File: config.mk
export PLATFORM = sky130hd
export DESIGN_NAME = clkdata_rx_flat
export DESIGN_NICKNAME = d
export VERILOG_FILES = /design/src/rtl/clkdata_rx_if.sv /design/src/rtl/clkdata_rx.sv /design/src/flat_wrapper.sv
export SDC_FILE = /design/constraint.sdc
export NUM_CORES = 1
export LEC_CHECK = 0
export ABC_AREA = 1
export CORE_MARGIN = 1
export CORE_UTILIZATION = 26
export CTS_BUF_LIST = sky130_fd_sc_hd__clkbuf_4 sky130_fd_sc_hd__clkbuf_8
export CTS_CLUSTER_DIAMETER = 100
export CTS_CLUSTER_SIZE = 30
export DETAILED_ROUTE_END_ITERATION = 10
export GPL_TIMING_DRIVEN = 0
export MAX_ROUTING_LAYER = met4
export SYNTH_ARGS = -nofsm -noshare
export SYNTH_HDL_FRONTEND = slang
export SYNTH_SLANG_ARGS = --single-unit
File: constraint.sdc
create_clock -name CLK_24M -period 2.8 [get_ports CLK_24M]
set_input_delay 0.42 -clock CLK_24M [delete_from_list [all_inputs] [get_ports CLK_24M]]
set_output_delay 0.42 -clock CLK_24M [all_outputs]
set_load 0.02 [all_outputs]
File: src/rtl/clkdata_rx_if.sv
// Link bundle for clkdata_rx: peer clock/data inputs plus the recovered enables,
// deframed payload and link status.
interface clkdata_rx_if #(
    parameter int WORD_W = 16
);
    logic              rx_clk_3M;
    logic              rx_data;
    logic              enable_3M_rec;
    logic              enable_6M_rec;
    logic [WORD_W-1:0] data_out;
    logic              data_valid;
    logic              locked;
    logic              clock_lost;
    logic [7:0]        period_err_cnt;

    modport master (
        output rx_clk_3M, rx_data,
        input  enable_3M_rec, enable_6M_rec, data_out, data_valid,
               locked, clock_lost, period_err_cnt
    );

    modport slave (
        input  rx_clk_3M, rx_data,
        output enable_3M_rec, enable_6M_rec, data_out, data_valid,
               locked, clock_lost, period_err_cnt
    );
endinterface

File: src/rtl/clkdata_rx.sv
// Receive end of the 3 MHz clock/data link: edge recovery, sync hunt, deframing and loss detect.
// Defining CLKDATA_RX_PERIOD_CHECK_EN builds the peer-period monitor behind period_err_cnt.
module clkdata_rx #(
    parameter int                WORD_W       = 16,
    parameter int                SYNC_W       = 8,
    parameter logic [SYNC_W-1:0] SYNC_PATTERN = 8'hA5,
    parameter int                MISS_LIMIT   = 3,
    parameter int                LOSS_TIMEOUT = 16
`ifdef CLKDATA_RX_PERIOD_CHECK_EN
    ,
    parameter int                PERIOD_TOL   = 1
`endif
) (
    input logic         CLK_24M,
    input logic         reset,
    clkdata_rx_if.slave link
);
    localparam int CNT_W  = $clog2(WORD_W > SYNC_W ? WORD_W : SYNC_W);
    localparam int MISS_W = $clog2(MISS_LIMIT + 1);
    localparam int LOSS_W = $clog2(LOSS_TIMEOUT + 1);

    typedef enum logic [1:0] {HUNT, RECEIVE, CHECK} state_t;

    state_t              state, state_next;
    logic [CNT_W-1:0]    bit_cnt, bit_cnt_next;
    logic [MISS_W-1:0]   miss_cnt, miss_cnt_next;
    logic [2:0]          clk_sync;
    logic [1:0]          data_sync;
    logic [SYNC_W-1:0]   sreg;
    logic [SYNC_W-1:0]   window;
    logic [WORD_W-1:0]   word;
    logic [WORD_W-1:0]   data_out;
    logic [LOSS_W-1:0]   loss_cnt;
    logic                rise, fall, bit_in, lost_hit, deliver;
    logic                en3, en6, data_valid, clock_lost;

    assign rise     = clk_sync[1] & ~clk_sync[2];
    assign fall     = ~clk_sync[1] & clk_sync[2];
    assign bit_in   = data_sync[1];
    assign window   = {sreg[SYNC_W-2:0], bit_in};
    // A rise in the timeout cycle restarts the counter, so it suppresses the loss.
    assign lost_hit = ~rise && (loss_cnt == LOSS_W'(LOSS_TIMEOUT - 1));

    always_comb begin
        state_next    = state;
        bit_cnt_next  = bit_cnt;
        miss_cnt_next = miss_cnt;
        deliver       = 1'b0;
        if (lost_hit) begin
            state_next    = HUNT;
            bit_cnt_next  = '0;
            miss_cnt_next = '0;
        end else if (rise) begin
            unique case (state)
                HUNT: begin
                    if (window == SYNC_PATTERN) begin
                        state_next    = RECEIVE;
                        bit_cnt_next  = '0;
                        miss_cnt_next = '0;
                    end
                end
                RECEIVE: begin
                    if (bit_cnt == CNT_W'(WORD_W - 1)) begin
                        deliver      = 1'b1;
                        state_next   = CHECK;
                        bit_cnt_next = '0;
                    end else begin
                        bit_cnt_next = bit_cnt + CNT_W'(1);
                    end
                end
                CHECK: begin
                    if (bit_cnt == CNT_W'(SYNC_W - 1)) begin
                        bit_cnt_next = '0;
                        state_next   = RECEIVE;
                        if (window == SYNC_PATTERN) begin
                            miss_cnt_next = '0;
                        end else if (miss_cnt == MISS_W'(MISS_LIMIT - 1)) begin
                            state_next    = HUNT;
                            miss_cnt_next = '0;
                        end else begin
                            miss_cnt_next = miss_cnt + MISS_W'(1);
                        end
                    end else begin
                        bit_cnt_next = bit_cnt + CNT_W'(1);
                    end
                end
                default: state_next = HUNT;
            endcase
        end
    end

    always_ff @(posedge CLK_24M or negedge reset) begin
        if (!reset) begin
            state    <= HUNT;
            bit_cnt  <= '0;
            miss_cnt <= '0;
        end else begin
            state    <= state_next;
            bit_cnt  <= bit_cnt_next;
            miss_cnt <= miss_cnt_next;
        end
    end

    always_ff @(posedge CLK_24M or negedge reset) begin
        if (!reset) begin
            clk_sync   <= '0;
            data_sync  <= '0;
            en3        <= 1'b0;
            en6        <= 1'b0;
            sreg       <= '0;
            word       <= '0;
            data_out   <= '0;
            data_valid <= 1'b0;
            loss_cnt   <= '0;
            clock_lost <= 1'b0;
        end else begin
            clk_sync   <= {clk_sync[1:0], link.rx_clk_3M};
            data_sync  <= {data_sync[0], link.rx_data};
            en3        <= rise;
            en6        <= rise | fall;
            data_valid <= deliver;
            if (deliver) data_out <= {word[WORD_W-2:0], bit_in};
            // The word register shifts on every bit; framing alone decides when it is complete.
            if (rise) begin
                sreg <= window;
                word <= {word[WORD_W-2:0], bit_in};
            end
            if (rise) loss_cnt <= '0;
            else if (loss_cnt != LOSS_W'(LOSS_TIMEOUT)) loss_cnt <= loss_cnt + LOSS_W'(1);
            if (rise) clock_lost <= 1'b0;
            else if (lost_hit) clock_lost <= 1'b1;
        end
    end

`ifdef CLKDATA_RX_PERIOD_CHECK_EN
    localparam int PER_W   = LOSS_W + 1;
    localparam int NOMINAL = 8;

    logic             have_ref;
    logic [7:0]       err_cnt;
    logic [PER_W-1:0] period;
    logic             period_bad;

    // Cycles since the previous rise, counting the rise cycle itself.
    assign period     = {1'b0, loss_cnt} + PER_W'(1);
    assign period_bad = (period < PER_W'(NOMINAL - PERIOD_TOL)) ||
                        (period > PER_W'(NOMINAL + PERIOD_TOL));

    always_ff @(posedge CLK_24M or negedge reset) begin
        if (!reset) begin
            have_ref <= 1'b0;
            err_cnt  <= '0;
        end else if (rise) begin
            have_ref <= 1'b1;
            if (have_ref && period_bad && err_cnt != '1) err_cnt <= err_cnt + 8'd1;
        end else if (lost_hit) begin
            have_ref <= 1'b0;
        end
    end

    assign link.period_err_cnt = err_cnt;
`else
    assign link.period_err_cnt = '0;
`endif

    assign link.enable_3M_rec = en3;
    assign link.enable_6M_rec = en6;
    assign link.data_out      = data_out;
    assign link.data_valid    = data_valid;
    assign link.locked        = (state != HUNT);
    assign link.clock_lost    = clock_lost;
endmodule

File: src/flat_wrapper.sv
// flat-port wrapper written by rule: the top's interface ports become plain ports
module clkdata_rx_flat 
#(
    parameter int                WORD_W       = 16,
    parameter int                SYNC_W       = 8,
    parameter logic [SYNC_W-1:0] SYNC_PATTERN = 8'hA5,
    parameter int                MISS_LIMIT   = 3,
    parameter int                LOSS_TIMEOUT = 16

)
  (CLK_24M, reset, link_rx_clk_3M, link_rx_data, link_enable_3M_rec, link_enable_6M_rec, link_data_out, link_data_valid, link_locked, link_clock_lost, link_period_err_cnt);
  clkdata_rx_if #(.WORD_W(WORD_W)) link_i ();
  input logic CLK_24M;
  input logic reset;
  input wire logic [$bits(link_i.rx_clk_3M)-1:0] link_rx_clk_3M;
  input wire logic [$bits(link_i.rx_data)-1:0] link_rx_data;
  output wire logic [$bits(link_i.enable_3M_rec)-1:0] link_enable_3M_rec;
  output wire logic [$bits(link_i.enable_6M_rec)-1:0] link_enable_6M_rec;
  output wire logic [$bits(link_i.data_out)-1:0] link_data_out;
  output wire logic [$bits(link_i.data_valid)-1:0] link_data_valid;
  output wire logic [$bits(link_i.locked)-1:0] link_locked;
  output wire logic [$bits(link_i.clock_lost)-1:0] link_clock_lost;
  output wire logic [$bits(link_i.period_err_cnt)-1:0] link_period_err_cnt;
  assign link_i.rx_clk_3M = link_rx_clk_3M;
  assign link_i.rx_data = link_rx_data;
  assign link_enable_3M_rec = link_i.enable_3M_rec;
  assign link_enable_6M_rec = link_i.enable_6M_rec;
  assign link_data_out = link_i.data_out;
  assign link_data_valid = link_i.data_valid;
  assign link_locked = link_i.locked;
  assign link_clock_lost = link_i.clock_lost;
  assign link_period_err_cnt = link_i.period_err_cnt;
  clkdata_rx #(.WORD_W(WORD_W), .SYNC_W(SYNC_W), .SYNC_PATTERN(SYNC_PATTERN), .MISS_LIMIT(MISS_LIMIT), .LOSS_TIMEOUT(LOSS_TIMEOUT)) u_core (.CLK_24M(CLK_24M), .reset(reset), .link(link_i));
endmodule
==> reports/results.ini, run 1 <==
[outcome]
status = finished with violations
violations = negative hold slack

[yosys]
synth_common_cells = dfrtp_1 (53), nand2_1 (53), inv_1 (26)
syn_area_sq_mm = 0.00244
synth_top_family_by_area = simple AND/OR/NAND/NOR gates
ys_seq_elements = 53
postSynthCellCount = 247
synth_area_leaders = dfrtp_1 (54%), nand2_1 (8.1%), ha_1 (5.1%), inv_1 (4.0%), o21ai_0 (3.7%)
yosysUniqueCellTypes = 29
synth_fa_ha_area_share_pct = 5.12
synth.avg_cell_area_sq_um = 9.89
synth-edff-count = 0
async_flop_share_pct = 100
synthMuxAreaShare_pct = 3.23
synthSimpleGateAreaFrac_pct = 17.9
synth_top_cell_by_area = dfrtp_1
yosysWarnings = 0
synth_xor_xnor_area_share_pct = 0.717
yosysSeqAreaShare_pct = 54.3
synth_compound_area_share_pct = 9.12
yosys_most_used_dff = dfrtp_1
yosys.area.top_type_share_pct = 54.3

[floorplanning]
rows = 35
core-area_sq_mm = 0.00915
fp.dieH_microns = 98.9
boundaryPins = 33
initial_core_util_pct = 26.7
die_w_microns = 98.9
dieArea_sq_mm = 0.00979

[place]
place_area_sq_mm = 0.00286
placed_cells = 390
io_buffers = 24
hpwl_microns = 3200
gp_congestion = 0.776
place_ws_ps = 904

[final_layout]
fillers = 922
final_cells = 398
nNetsFinal = 300
layout-drive-gt1-share_pct = 16.7
utilization_pct = 32.6
antenna-diode-count = 0
synthToLayoutAreaGrowth_pct = 22.3
final_area_sq_mm = 0.00299

[timing]
finalCritPeriodShare_pct = 80.4
hold_slack_ps = -2.89
hold_viol = 3
min_period_ps = 2250
fin_tns_setup_ps = 0
skew_ps = 6.18
rsz0062_at_grt = no
worst_slack_ps = 550
slew_violations = 0
finalSetupViolCount = 0
max_freq_mhz = 444

[worst_setup_path]
crit_type = flop to output pin
end_kind = output pin
crit_arrival_ps = 1830
cp_cell_sequence = inv_1, ha_1, inv_1, clkdlybuf4s50_1
crit_top_cell = inv_1
cp_slowest_cell = clkdlybuf4s50_1
crit_fanout = 5
cp-start-kind = flop
slowest_delay_ps = 610
cp_data_required_time_ps = 2380

[global_routing]
grt_overflow = 0
grt_first_pass_wirelength_microns = 7690
antenna_found_initial = 0
track_usage_pct = 10.2
grt_max_degree = 40
grt_pass1_vias = 1599

[route]
drc_errors = 0
drt_iter0_drc = 95
route.vias.total = 1663
dr_wl_met3_microns = 155
routed_wl_microns = 4360
wl_per_cell_microns = 11.0
routed_via_density = 4.18
drtAntennaViolNets = 0
top_layer = met4
dr.pass1.iters = 4
met2_length_microns = 1950
met1Wirelength_microns = 2180

[power_and_ir_drop]
combPwrFrac_pct = 18.1
p_per_area_mw_per_mm2 = 603
swShare_pct = 29.7
p_int_mw = 1.27
p_sw_uw = 534
clkPwrFrac_pct = 31.6
p_total_mw = 1.80
p_seq_share_pct = 50.2
leakage_nw = 1.45
ir_worst_vdd_uv = 273

[clocking]
ctsResizeCount = 0
clk_path_buf_depth = 2
cts_tree = built
cts_hold_buf = 0
cts_htree_levels = 2
cts-root-buf = clkbuf_8
clock_sinks = 53
clock_latency_ps = 310
clk_pin_slew_ps = 100
numCtsBuffers = 5
cts_setup_buffers = 0

[min_path]
worst_hold_path_type = input port to async pin

[run]
drv_cap = 0

## critical path, delay by kind of cell (launching register included)
kind | cells | cell delay (ps)
DFF | 1 | 440
buffers and inverters | 3 | 810
adders and majority gates | 1 | 270
## layout by cell type (no fill, tap or decap), types with 2 or more instances in the layout
cell type	synthesis	routed
a21oi_1	4	4
a21oi_2	10	10
buf_12	2	3
buf_2	1	2
buf_4	8	8
clkbuf_1	2	2
clkbuf_8	0	6
clkdlybuf4s50_1	0	23
conb_1	1	8
dfrtp_1	53	53
ha_1	10	10
inv_1	26	26
mux2_2	7	7
nand2_1	53	53
nand2_2	2	2
nand3_1	10	10
nand4_1	2	2
nor2_1	22	22
nor2_4	2	2
nor3_1	2	2
o21ai_0	18	18
o21ai_1	2	2
xor2_1	2	2
## cell families (layout without fill, tap and decap cells)
kind of cell / count (synthesis) / count (layout)
xor gates and xnor gates: 2 / 2
other: 1 / 8
and+or+nand+nor: 96 / 96
adders and majority gates: 10 / 10
buffers and inverters: 42 / 75
muxes: 7 / 7
AOI/OAI and AO/OA: 36 / 36
DFF: 53 / 53
## layout make-up
type | instances | area, sq um | area share, %
Clock buffer | 6 | 82.6 | 2.76
Tap cell | 111 | 139 | 4.65
Timing Repair Buffer | 25 | 255 | 8.55
Multi-Input combinational cell | 159 | 911 | 30.5
Buffer | 14 | 124 | 4.15
Sequential cell | 53 | 1330 | 44.4
Clock inverter | 2 | 41.3 | 1.38
Inverter | 28 | 108 | 3.60
## power groups by stage
stage          Clock, mW  Combinational [mW]  Sequential [mW]
2_1_floorplan          0               0.237            0.913
5_1_grt            0.618               0.379            0.920
3_3_place_gp           0               0.322            0.918
3_5_place_dp           0               0.331            0.921
4_1_cts            0.589               0.332            0.905
6_report           0.570               0.327            0.906
## final timing paths
check,start,end,slack [ps],depth (start not counted)
setup / recovery,u_core.state[0],link_locked,550,4
hold / removal,reset,u_core.bit_cnt[3],-3,1
setup reg to reg,u_core.loss_cnt[0],u_core.bit_cnt[0],1080,12
hold reg to reg,u_core.data_sync[0],u_core.data_sync[1],360,0
max in group asynchronous,reset,u_core.loss_cnt[4],2280,2
min in group CLK_24M,u_core.data_sync[0],u_core.data_sync[1],360,0
## sequential cells by signal, summed over array words and instances, names as in the netlist, 2 cells and up
name,cells
u_core.bit_cnt,4
u_core.link.data_out,16
u_core.clk_sync,3
u_core.data_sync,2
u_core.word,15
u_core.state,2
u_core.loss_cnt,5
u_core.miss_cnt,2
## routing by layer
metal | vias up | global-route usage (%)
met5 | - | -
met4 | 0 | 4.13
met3 | 6 | 2.48
met2 | 30 | 15.0
met1 | 778 | 13.4
li1 | 849 | -
Power figures use the tool's default switching activity.
==> inputs of run 2 (changes only) <==
- clock period: 2.8 -> 2.3 ns (I/O delays scaled with it)
==> reports/results.ini, run 2 (same netlist as run 1, synthesis figures left out) <==
[timing]
skew_ps = 6.26
slew_violations = 0
max_freq_mhz = 460
finalSetupViolCount = 0
fin_tns_setup_ps = 0
rsz0062_at_grt = no
hold_viol = 0
hold_slack_ps = 358
finalCritPeriodShare_pct = 94.6
min_period_ps = 2180
worst_slack_ps = 125

[place]
placed_cells = 390
hpwl_microns = 3200
place_ws_ps = 479
io_buffers = 24
gp_congestion = 0.776

[power_and_ir_drop]
p_per_area_mw_per_mm2 = 733
p_total_mw = 2.20
leakage_nw = 1.46
ir_worst_vdd_uv = 332

[clocking]
clock_latency_ps = 310
cts-root-buf = clkbuf_8
clk_path_buf_depth = 2
clk_pin_slew_ps = 100
clock_sinks = 53
numCtsBuffers = 5
cts_tree = built
cts_htree_levels = 2

[worst_setup_path]
crit_type = flop to output pin
crit_fanout = 5
cp_data_required_time_ps = 1960
crit_arrival_ps = 1830
cp-start-kind = flop
end_kind = output pin

[final_layout]
final_cell_mix = nand2_1 (53), dfrtp_1 (53), inv_1 (26), clkdlybuf4s50_1 (23), nor2_1 (22)
largest_register = u_core.link.data_out
top_regs = u_core.link.data_out (16), u_core.word (15), u_core.loss_cnt (5)
layout-drive-gt1-share_pct = 16.7
antenna-diode-count = 0
nNetsFinal = 301
largest_reg_flops = 16
final_cells = 399
synthToLayoutAreaGrowth_pct = 22.7

[route]
routed_via_density = 4.17
drc_errors = 0
route.vias.total = 1663
dr.pass1.iters = 4
routed_wl_microns = 4360
drt_iter0_drc = 94
drtAntennaViolNets = 0
wl_per_cell_microns = 10.9

[global_routing]
antenna_found_initial = 0
grt_pass1_vias = 1602
grt_max_degree = 40
grt_overflow = 0
grt_first_pass_wirelength_microns = 7690
track_usage_pct = 10.2

[floorplanning]
dieArea_sq_mm = 0.00979
rows = 35
fp.dieH_microns = 98.9
die_w_microns = 98.9
boundaryPins = 33
initial_core_util_pct = 26.7
core-area_sq_mm = 0.00915

[outcome]
status = finished clean

[min_path]
worst_hold_path_type = flop to flop

[run]
drv_cap = 0

run 2: final timing paths:
check / startpoint / to / slack (ps) / cells after the start
worst min register to register: u_core.data_sync[0] / u_core.data_sync[1] / 360 / 0
worst max register to register: u_core.loss_cnt[0] / u_core.bit_cnt[0] / 580 / 12
worst min-delay path: u_core.data_sync[0] / u_core.data_sync[1] / 360 / 0
worst max-delay path: u_core.state[0] / link_locked / 120 / 4
min in group asynchronous: reset / u_core.bit_cnt[3] / 480 / 2
max in group asynchronous: reset / u_core.loss_cnt[4] / 1300 / 3
run 2: report_power, final:
part	switching, mW	internal, mW
combinational	0.252	0.147
clock	0.332	0.362
sequential	0.0671	1.04
total	0.651	1.54
run 2: per-stage QoR:
step / utilization, % / cell area (sq um)
floorplan: - / 2470
global placement: 31.1 / 2850
detailed placement: 31.3 / 2860
CTS: 32.7 / 3000
global route: 32.7 / 3000
finish: 32.7 / 3000
run 2: what timing repair did:
| item | in CTS | in global routing |
|---|---|---|
| endpoints found under the setup margin | 0 | 0 |
| endpoints found under the hold margin | 14 | 0 |
| gates resized for setup | 0 | 0 |
| buffers inserted | 0 | 0 |
| hold buffers | 1 | 0 |
run 2: cell type report:
class | instances | area (sq um)
clock buffer | 6 | 82.6
inverter | 28 | 108
tap | 111 | 139
clock inverter | 2 | 41.3
buffer | 14 | 124
sequential | 53 | 1330
timing repair buffer | 26 | 265
multi-input combinational | 159 | 911
fill | 921 | 6160
run 2: per-layer routing:
layer / up-vias / wire length [microns] / share of wire [%] / track usage (%)
li1: 851 / - / - / -
met1: 778 / 2190 / 50 / 13.4
met2: 28 / 1950 / 45 / 15.0
met3: 6 / 151 / 3.5 / 2.48
met4: 0 / 68 / 1.6 / 4.13
met5: - / 0 / 0 / -
run 2: worst max-delay path: stages, from the launching register on:
cell             delay (ps)
dfrtp_1                 440
inv_1                    90
ha_1                    270
inv_1                   110
clkdlybuf4s50_1         610
==> inputs of run 3 (changes only) <==
- CAP_MARGIN: default -> 20
- SLEW_MARGIN: default -> 40
==> reports/results.ini, run 3 (same netlist as run 1, synthesis figures left out) <==
[final_layout]
antenna-diode-count = 0
fillers = 940
multi_input_area_sq_um = 911
top_regs = u_core.link.data_out (16), u_core.word (15), u_core.loss_cnt (5)
ff_latch_area_sq_mm = 0.00133
final_cell_mix = nand2_1 (53), dfrtp_1 (53), inv_1 (26), clkdlybuf4s50_1 (23), nor2_1 (22)
synthToLayoutAreaGrowth_pct = 22.8
layout-drive-gt1-share_pct = 16.7
nNetsFinal = 301
largest_register = u_core.link.data_out
largest_reg_flops = 16

[worst_setup_path]
crit_arrival_ps = 1830
r2r_start = u_core.loss_cnt[0]
cp_data_required_time_ps = 1960
crit_fanout = 5
crit_start = u_core.state[0]
cp-start-kind = flop
slowest_delay_ps = 600
cp_cell_sequence = inv_1, ha_1, inv_1, clkdlybuf4s50_1
crit_top_cell = inv_1
cp_slowest_cell = clkdlybuf4s50_1
end_kind = output pin
crit_type = flop to output pin

[floorplanning]
die_w_microns = 98.9
rows = 35
fp.dieH_microns = 98.9
boundaryPins = 33
core-area_sq_mm = 0.00915
initial_core_util_pct = 26.7
dieArea_sq_mm = 0.00979

[global_routing]
grt_overflow = 0
grt_use_met1_pct = 12.9
grt_util_met2_pct = 15.2
grt_max_degree = 40
grt_pass1_vias = 1595
busiest_layer = met2
antenna_found_initial = 0
grt_first_pass_wirelength_microns = 7650
track_usage_pct = 10.1
use_met3_pct = 2.70

[power_and_ir_drop]
p_seq_share_pct = 50.2
leakage_nw = 1.46
p_sw_uw = 651
clkPwrFrac_pct = 31.5
p_total_mw = 2.20
swShare_pct = 29.6
combPwrFrac_pct = 18.3
ir_worst_vdd_uv = 223
p_per_area_mw_per_mm2 = 732
p_int_mw = 1.55

[timing]
min_period_ps = 2170
fin_tns_setup_ps = 0
slew_violations = 0
rsz0062_at_grt = no
skew_ps = 6.64
hold_viol = 0
max_freq_mhz = 460
finalCritPeriodShare_pct = 94.5
finalSetupViolCount = 0

[route]
routed_via_density = 4.18
drtAntennaViolNets = 0
drc_errors = 0
dr.pass1.iters = 4
routed_wl_microns = 4360
route.vias.total = 1668
drt_iter0_drc = 92
wl_per_cell_microns = 10.9

[min_path]
hold_start = u_core.data_sync[0]
worst_hold_path_type = flop to flop

[clocking]
clock_sinks = 53
clock_latency_ps = 310
numCtsBuffers = 5
ctsResizeCount = 0
clk_path_buf_depth = 2
cts_htree_levels = 2
clk_pin_slew_ps = 100
cts_tree = built
cts-root-buf = clkbuf_8

[outcome]
status = finished clean

[place]
hpwl_microns = 3220
gp_congestion = 0.776
io_buffers = 24

[run]
drv_cap = 0

==> run 3: metrics by stage <==
step                      worst slack, ps  cells  instance area, sq um  utilization (%)  hold slack (ps)
after global routing                 17.8    399                  3000             32.8              367
final                                 127    399                  3000             32.8              358
after floorplan                       729    254                  2470                -             49.4
after CTS                             118    399                  3000             32.8              363
after detailed placement              478    390                  2870             31.3              219
after global placement               -773    389                  2850             31.1              332
==> run 3: final cells by class <==
class | count | area share (%)
Timing Repair Buffer | 26 | 8.93
Sequential cell | 53 | 44.2
Buffer | 14 | 4.13
Inverter | 28 | 3.59
Tap cell | 111 | 4.63
Clock inverter | 2 | 1.38
Multi-Input combinational cell | 159 | 30.4
Clock buffer | 6 | 2.75
==> run 3: per-layer routing <==
| metal | wire length, microns | share of wire (%) |
|---|---|---|
| met5 | 0 | 0 |
| met4 | 65 | 1.5 |
| met3 | 171 | 3.9 |
| met2 | 1960 | 45 |
| met1 | 2170 | 50 |
==> run 3: what timing repair did <==
action	in CTS	in global routing
endpoints found under the hold margin	14	0
hold buffers	1	0
buffers inserted	0	0
==> run 3: path summary, 6_finish.rpt <==
check / slack, ps / cells after the start / endpoint
max: 130 / 4 / link_locked
min: 360 / 0 / u_core.data_sync[1]
max reg2reg: 580 / 12 / u_core.bit_cnt[0]
min reg2reg: 360 / 0 / u_core.data_sync[1]
max in group asynchronous: 1420 / 3 / u_core.loss_cnt[4]
min in group asynchronous: 420 / 2 / u_core.bit_cnt[3]
==> run 3: critical path, delay by kind of cell, from the launching register on <==
kind | cells | cell delay (ps)
adders and majority gates | 1 | 270
buffers and inverters | 3 | 800
DFF | 1 | 440
==> run 3: power groups by stage <==
stage	combinational [mW]	clock, mW	sequential (mW)
2_1_floorplan	0.289	0	1.11
3_3_place_gp	0.392	0	1.12
3_5_place_dp	0.404	0	1.12
4_1_cts	0.408	0.716	1.10
5_1_grt	0.468	0.751	1.12
6_report	0.403	0.692	1.10
